`src/rtl/cache_mem_responder_if.sv`:
```
// Request/response bus between the direct-mapped cache (master) and the
// memory-side responder (slave).
//
// Handshake: a request is taken on the rising edge where req_valid=1 and
// busy=0. While busy=1, req_valid is ignored and nothing is queued, so the
// master must keep the request asserted until it observes busy go high.
// Every accepted request completes with exactly one resp_valid cycle, and
// resp_data is meaningful only in that cycle and only for reads.
interface cache_mem_responder_if #(
    parameter int addr_width = 8,
    parameter int data_width = 8
);
    logic                  req_valid;
    logic                  req_rw;
    logic [addr_width-1:0] req_addr;
    logic [data_width-1:0] req_wdata;
    logic                  busy;
    logic                  resp_valid;
    logic [data_width-1:0] resp_data;
    logic [15:0]           rd_count;
    logic [15:0]           wr_count;

    modport master (
        output req_valid, req_rw, req_addr, req_wdata,
        input  busy, resp_valid, resp_data, rd_count, wr_count
    );

    modport slave (
        input  req_valid, req_rw, req_addr, req_wdata,
        output busy, resp_valid, resp_data, rd_count, wr_count
    );
endinterface

```
`src/rtl/cache_mem_responder.sv`:
```
// Memory-side responder for the direct-mapped cache bus.
// Accepts one read (refill) or write at a time, stays busy for LATENCY
// cycles, then pulses resp_valid for one cycle (with data for reads).
// Storage is a 2**addr_width word array that is not reset.
//
// Optional feature macro: MEM_STATS_EN
//   defined   -> rd_count/wr_count count completed reads/writes and
//                saturate at 16'hFFFF
//   undefined -> rd_count/wr_count are tied to zero
//
// state_dbg exposes the FSM state (0 = IDLE, 1 = ACCESS).
module cache_mem_responder #(
    parameter int addr_width = 8,
    parameter int data_width = 8,
    parameter int LATENCY    = 4
) (
    input  logic                        clk,
    input  logic                        reset,
    cache_mem_responder_if.slave        bus,
    output logic                        state_dbg
);

    // A down-counter from LATENCY-1 to 0 needs at least one bit.
    localparam int CNT_W = (LATENCY > 1) ? $clog2(LATENCY) : 1;
    localparam int DEPTH = 1 << addr_width;

    typedef enum logic {
        IDLE   = 1'b0,
        ACCESS = 1'b1
    } state_t;

    state_t                state;
    state_t                next_state;
    logic [CNT_W-1:0]      cnt;
    logic                  accept;
    logic                  finish;

    logic                  lat_rw;
    logic [addr_width-1:0] lat_addr;
    logic [data_width-1:0] lat_wdata;

    logic                  resp_valid_q;
    logic [data_width-1:0] resp_data_q;

    logic [data_width-1:0] mem [0:DEPTH-1];

    // Reject a zero or negative latency at elaboration time.
    generate
        if (LATENCY < 1) begin : g_bad_latency
            $error("cache_mem_responder: LATENCY must be >= 1");
        end
    endgenerate

    // State register; reset aborts any request in flight.
    always_ff @(posedge clk) begin
        if (reset) begin
            state <= IDLE;
        end else begin
            state <= next_state;
        end
    end

    // Next-state logic: IDLE waits for a request, ACCESS waits for cnt==0.
    always_comb begin
        next_state = state;
        case (state)
            IDLE:    if (bus.req_valid) next_state = ACCESS;
            ACCESS:  if (cnt == '0)     next_state = IDLE;
            default: next_state = IDLE;
        endcase
    end

    // Output decode: accept strobe in IDLE, completion strobe in ACCESS.
    always_comb begin
        accept = 1'b0;
        finish = 1'b0;
        case (state)
            IDLE:    accept = bus.req_valid;
            ACCESS:  finish = (cnt == '0);
            default: begin
                accept = 1'b0;
                finish = 1'b0;
            end
        endcase
    end

    // Request latch and latency counter; req_* is sampled only on accept.
    always_ff @(posedge clk) begin
        if (reset) begin
            cnt       <= '0;
            lat_rw    <= 1'b0;
            lat_addr  <= '0;
            lat_wdata <= '0;
        end else if (accept) begin
            cnt       <= CNT_W'(LATENCY - 1);
            lat_rw    <= bus.req_rw;
            lat_addr  <= bus.req_addr;
            lat_wdata <= bus.req_wdata;
        end else if (state == ACCESS && cnt != '0) begin
            cnt <= cnt - CNT_W'(1);
        end
    end

    // Response registers: one-cycle pulse; data updates on reads only.
    always_ff @(posedge clk) begin
        if (reset) begin
            resp_valid_q <= 1'b0;
            resp_data_q  <= '0;
        end else begin
            resp_valid_q <= finish;
            if (finish && lat_rw) begin
                resp_data_q <= mem[lat_addr];
            end
        end
    end

    // Array write at completion; a reset in the same cycle drops the write.
    always_ff @(posedge clk) begin
        if (!reset && finish && !lat_rw) begin
            mem[lat_addr] <= lat_wdata;
        end
    end

`ifdef MEM_STATS_EN
    logic [15:0] rd_cnt_q;
    logic [15:0] wr_cnt_q;

    // Completion counters, bumped alongside resp_valid and held at 16'hFFFF.
    always_ff @(posedge clk) begin
        if (reset) begin
            rd_cnt_q <= '0;
            wr_cnt_q <= '0;
        end else if (finish) begin
            if (lat_rw && rd_cnt_q != 16'hFFFF) begin
                rd_cnt_q <= rd_cnt_q + 16'd1;
            end
            if (!lat_rw && wr_cnt_q != 16'hFFFF) begin
                wr_cnt_q <= wr_cnt_q + 16'd1;
            end
        end
    end

    assign bus.rd_count = rd_cnt_q;
    assign bus.wr_count = wr_cnt_q;
`else
    assign bus.rd_count = 16'h0000;
    assign bus.wr_count = 16'h0000;
`endif

    // busy is the ACCESS state itself, which is already a register.
    assign bus.busy       = (state == ACCESS);
    assign bus.resp_valid = resp_valid_q;
    assign bus.resp_data  = resp_data_q;
    assign state_dbg      = state;

endmodule

```
`src/flat_wrapper.sv`:
```
// flat-port wrapper written by rule: the top's interface ports become plain ports
module cache_mem_responder_flat 
#(
    parameter int addr_width = 8,
    parameter int data_width = 8,
    parameter int LATENCY    = 4
)
  (clk, reset, state_dbg, bus_req_valid, bus_req_rw, bus_req_addr, bus_req_wdata, bus_busy, bus_resp_valid, bus_resp_data, bus_rd_count, bus_wr_count);
  cache_mem_responder_if #(.addr_width(addr_width), .data_width(data_width)) bus_i ();
  input  logic clk;
  input  logic reset;
  output logic state_dbg;
  input wire logic [$bits(bus_i.req_valid)-1:0] bus_req_valid;
  input wire logic [$bits(bus_i.req_rw)-1:0] bus_req_rw;
  input wire logic [$bits(bus_i.req_addr)-1:0] bus_req_addr;
  input wire logic [$bits(bus_i.req_wdata)-1:0] bus_req_wdata;
  output wire logic [$bits(bus_i.busy)-1:0] bus_busy;
  output wire logic [$bits(bus_i.resp_valid)-1:0] bus_resp_valid;
  output wire logic [$bits(bus_i.resp_data)-1:0] bus_resp_data;
  output wire logic [$bits(bus_i.rd_count)-1:0] bus_rd_count;
  output wire logic [$bits(bus_i.wr_count)-1:0] bus_wr_count;
  assign bus_i.req_valid = bus_req_valid;
  assign bus_i.req_rw = bus_req_rw;
  assign bus_i.req_addr = bus_req_addr;
  assign bus_i.req_wdata = bus_req_wdata;
  assign bus_busy = bus_i.busy;
  assign bus_resp_valid = bus_i.resp_valid;
  assign bus_resp_data = bus_i.resp_data;
  assign bus_rd_count = bus_i.rd_count;
  assign bus_wr_count = bus_i.wr_count;
  cache_mem_responder #(.addr_width(addr_width), .data_width(data_width), .LATENCY(LATENCY)) u_core (.clk(clk), .reset(reset), .bus(bus_i), .state_dbg(state_dbg));
endmodule
```
`config.mk`:
```
export PLATFORM = sky130hd
export DESIGN_NAME = cache_mem_responder_flat
export DESIGN_NICKNAME = d
export VERILOG_FILES = /design/src/rtl/cache_mem_responder_if.sv /design/src/rtl/cache_mem_responder.sv /design/src/flat_wrapper.sv
export SDC_FILE = /design/constraint.sdc
export NUM_CORES = 2
export LEC_CHECK = 0
export BUFFER_PORTS_ARGS = -buffer_cell sky130_fd_sc_hd__buf_2
export CORE_MARGIN = 2
export CORE_UTILIZATION = 60
export CTS_CLUSTER_SIZE = 24
export DETAILED_ROUTE_END_ITERATION = 10
export PLACE_DENSITY_LB_ADDON = 0.05
export RECOVER_POWER = 25
export SLEW_MARGIN = 20
export SYNTH_ARGS = -nofsm -noshare
export SYNTH_HDL_FRONTEND = slang
export SYNTH_SLANG_ARGS = --single-unit
```
`constraint.sdc`:
```
create_clock -name clk -period 5.7 [get_ports clk]
set_input_delay 0.57 -clock clk [delete_from_list [all_inputs] [get_ports clk]]
set_output_delay 0.57 -clock clk [all_outputs]
set_load 0.02 [all_outputs]
```
Word-level counts from Yosys, hierarchy flattened
Memories as Yosys holds them, arrays and structs flattened. A register that Yosys moved wholly into a read port is not among the register bits.
Index checks and enable logic that the tools add are counted.
{ "totals": {"input_bits": 20, "n_memories": 1, "elab_cells": 27, "ram_bits": 2048, "reg_bits": 21} }
{ "classes": {"n_addsub": 1, "reduce_logical": 9, "bitwise": 1, "muxes": 9} }
{ "mem_list": {"columns": ["name", "words", "word_bits", "read_ports", "rd_clocked_by_memory_dff", "write_ports", "line_no", "rtl"], "rows": [
  ["u_core.mem", 256, 8, 1, 1, 1, "cache_mem_responder.sv:45", "logic [data_width-1:0] mem [0:DEPTH-1];"]
]} }
{ "op_table": {"columns": ["op", "n"], "rows": [
  ["1-bit two-way mux", 6],
  ["1-bit logical AND", 4],
  ["2-bit two-way mux", 2],
  ["2-bit nonzero test", 2],
  ["1-bit zero test", 2],
  ["2-bit zero test", 1],
  ["1-bit one-hot mux with 2 select lines", 1],
  ["2-bit by 1-bit subtractor with 2-bit output, second input constant", 1],
  ["1-bit NOT", 1]
]} }

Logic depth before layout (Yosys ltp)
{ "logic_depth": {"word_depth": 6, "depth_mapped": 13, "depth_no_buf": 8} }

Worst setup path after synthesis
OpenSTA, ideal clock, no wires.
{ "synth_timing": {"path_kind": "register to register", "start": "register u_core.lat_wdata[0]", "end": "memory u_core.mem[0][0] (data pin)", "setup_slack_ns": 1.447, "setup_ns": 0.856, "t_required_ns": 4.844, "synth_period_minus_slack_ns": 4.253, "arrival_ns": 3.397, "stages_incl_launch_ff": 1, "cell_sequence": "dfxtp_1"} }
{ "synth_lines": {"columns": ["element", "line_no", "rtl"], "rows": [
  ["start, declared", "cache_mem_responder.sv:40", "logic [data_width-1:0] lat_wdata;"],
  ["start signal, assigned", "cache_mem_responder.sv:98", "lat_wdata <= bus.req_wdata;"],
  ["end, declared", "cache_mem_responder.sv:45", null]
]} }
Straight into the memory's write port.

Final worst setup path
{ "layout_timing": {"start": "register u_core.lat_wdata[6]", "end": "memory u_core.mem[106][6] (data pin)"} }
Straight into the memory's write port.

==> key figures <==
Finish
  • Nets: 3962
  • Fill count: 8465
  • Area grow syn2layout: 10.40%
  • Layout cells sized above 1: 22.85%
  • Non-Filler Instances: 5880

Floorplanning
  • Core area: 133600 sq um
  • Core Rows: 134
  • Die area: 137800 sq um
  • IO Pins: 63
  • Chip width: 371.2 um
  • Die height: 371.2 um
  • Initial core utilization: 60.53%

Logic synthesis
  • Post-Synthesis Cells: 3828
  • Synth Register Bits: 2077
  • Synth cell types: 61
  • Post-Syn Area: 80880 sq um
  • Avg Inst Size Synth: 21.13 sq um
  • Yosys top cell area share: 76.04%
  • Ys flop type: edfxtp_1
  • Synth top area cells: edfxtp_1 (76%), mux4_2 (14%), mux2i_1 (2.3%)
  • Ys async rst share: 0%
  • Post-synth EDFFs: 2048
  • Post-synthesis sequential area ratio: 76.75%
  • Synth area leader: edfxtp_1
  • YS warnings: 0

Critical path
  • Critical Path Max Stage Delay: 2200 ps
  • Critical path cell sequence: clkbuf_2
  • Crit Path Max Fanout: 109
  • WP data arrival: 5070 ps
  • Critical Path RT: 5960 ps
  • Worst Setup End Kind: register
  • Critical setup path kind: register to register
  • CP Buf/Inv Count: 1
  • CP delay by family, top: flip-flops
  • CP max-delay cell: dfxtp_1
  • Startpoint types: register

Route
  • Total number of vias: 40.04k
  • Post-route ant nets: 0
  • Avg WL per Cell: 34.51 um
  • Vias per inst: 6.810
  • TritonRoute pass-1 iters: 6
  • Initial drt markers: 5477
  • DRC violations left: 0
  • Total wire length: 202.9 mm

Clock tree
  • Postcts setup bufs: 0
  • CTS Buffer Depth: 3
  • Hold_buf cts: 12
  • Root buffer cell: clkbuf_16
  • Worst-skew pair later-pin latency: 820 ps
  • # H-tree levels: 4
  • CTS clock-pin slew for the worst setup and hold paths: 60 ps
  • CTS tree: yes
  • CTS resizes: 0
  • Clock sinks: 2077
  • TritonCTS buffer count: 198

STA
  • Final worst slack: 886.9 ps
  • Fmax: 0.2078 GHz
  • WHS: 71.49 ps
  • Clock Skews: 24.40 ps
  • Final Max Tran Viols: 1118
  • Crit share post-route: 84.44%
  • Final hold violation count: 0
  • Final Setup Violations: 0
  • Slew HR: -123.9%
  • Slew of the pin with the lowest slew margin: 3358 ps
  • RSZ-0062 raised after global routing: false
  • Crit path time final: 4813 ps
  • Setup TNS: 0 ps

GRT
  • First-pass GRT wire length: 290.4 mm
  • Total grt overflow: 0
  • Vias in the first global route: 39.76k
  • GRT Overall Usage: 30.07%
  • Largest net degree at the start of global routing: 201
  • Initial antenna violation count: 6

Placed design
  • DP HPWL: 122.0 mm
  • Placed Cells: 5495
  • IO buf count: 30
  • RePlAce Congestion: 0.8734
  • Place WS: 1430 ps

Pwr
  • PD cells: 351.6 nW/um^2
  • Total Power: 31.39 mW
  • Maximum vdd ir drop: 0.3571 mV
  • Lkg Pwr: 28.20 nW

Run status
  • Outcome: complete, but fails checks
  • Failing checks: capacitance limit, slew limit

Hold path
  • Hold WC Path Type: input port to register

Run
  • MaxCap Viol Count: 12
==> registers in the layout, summed over array words and instances (netlist names) <==
name and cells:
u_core.lat_rw 1, u_core.lat_addr 8, u_core.bus.resp_data 8, u_core.cnt 2, u_core.lat_wdata 8, u_core.bus.busy 1
u_core.mem 2048, u_core.bus.resp_valid 1
==> cell usage after synthesis, types with 9 or more instances <==
| cell type | n |
|---|---|
| edfxtp_1 | 2048 |
| mux4_2 | 503 |
| nor2_1 | 301 |
| mux2i_1 | 186 |
| nand2_1 | 113 |
| buf_2 | 81 |
| buf_4 | 81 |
| clkbuf_1 | 72 |
| o22ai_1 | 56 |
| a21oi_1 | 45 |
| a22oi_1 | 39 |
| nand3_1 | 31 |
| o21ai_0 | 30 |
| dfxtp_1 | 29 |
| mux2_2 | 17 |
| nor2b_1 | 17 |
| a211oi_1 | 15 |
| buf_1 | 14 |
| nor3_1 | 14 |
| buf_6 | 13 |
| nand4_1 | 12 |
| nand2b_1 | 9 |
==> cells by family after synthesis <==
group / count (synthesis) / share of synthesized area, %
buf+inv: 270 / 1.897
fa+ha+maj: 1 / 0.01547
other cells: 1 / 0.004636
flops: 2077 / 76.75
mux: 706 / 16.54
simple gates: 522 / 2.701
compound gates: 251 / 2.084
==> layer usage <==
metal | global-route usage, % | vias up | part of all wire [%]
met5 | 0 | - | 0.0069
met4 | 10.51 | 2 | 3.5
met3 | 6.649 | 391 | 10
met2 | 45.75 | 2337 | 47
met1 | 43.91 | 21248 | 39
li1 | - | 16065 | -
==> per-stage QoR <==
stage | utilization [%] | cell area (sq um)
finish | 66.82 | 89290
global route | 66.82 | 89290
CTS | 66.86 | 89340
detailed placement | 62.07 | 82940
global placement | 62.05 | 82920
floorplan | - | 81000
==> final timing paths <==
check	startpoint	to	slack, ps	depth (start not counted)
worst max-delay path	u_core.lat_wdata[6]	u_core.mem[106][6]	890	1
worst min-delay path	bus_req_addr[3]	u_core.lat_addr[3]	70	3
worst max register to register	u_core.lat_wdata[6]	u_core.mem[106][6]	890	1
worst min register to register	u_core.cnt[0]	u_core.cnt[0]	430	1
==> layout by cell type, fill, tap and decap left out, types with 23 or more instances in the layout <==
| master | synthesis | routed |
|---|---|---|
| edfxtp_1 | 2048 | 2048 |
| a22oi_1 | 39 | 39 |
| nand3_1 | 31 | 31 |
| clkbuf_16 | 0 | 205 |
| nor2_1 | 301 | 300 |
| clkinv_1 | 0 | 48 |
| clkinv_2 | 0 | 41 |
| o22ai_1 | 56 | 56 |
| o21ai_0 | 30 | 30 |
| mux4_2 | 503 | 503 |
| mux2i_1 | 186 | 186 |
| buf_4 | 81 | 81 |
| buf_2 | 81 | 29 |
| nand2_1 | 113 | 113 |
| clkbuf_1 | 72 | 52 |
| conb_1 | 1 | 32 |
| a21oi_1 | 45 | 45 |
| dfxtp_1 | 29 | 23 |
==> cell type report <==
| class | instances | area (sq um) | area share [%] |
|---|---|---|---|
| Inverter | 7 | 28.78 | 0.03223 |
| Clock inverter | 114 | 960.9 | 1.076 |
| Timing Repair Buffer | 145 | 1256 | 1.407 |
| Antenna cell | 2 | 5.005 | 0.005605 |
| Sequential cell | 2077 | 62090 | 69.54 |
| Multi-Input combinational cell | 1512 | 17420 | 19.51 |
| Tap cell | 1768 | 2212 | 2.477 |
| Clock buffer | 255 | 5318 | 5.955 |
==> power breakdown <==
part           internal, mW  switching (mW)
logic                 0.584            1.03
registers              16.8           0.127
clock network          7.32            5.49
No activity file was read; power rests on OpenSTA's default activity.
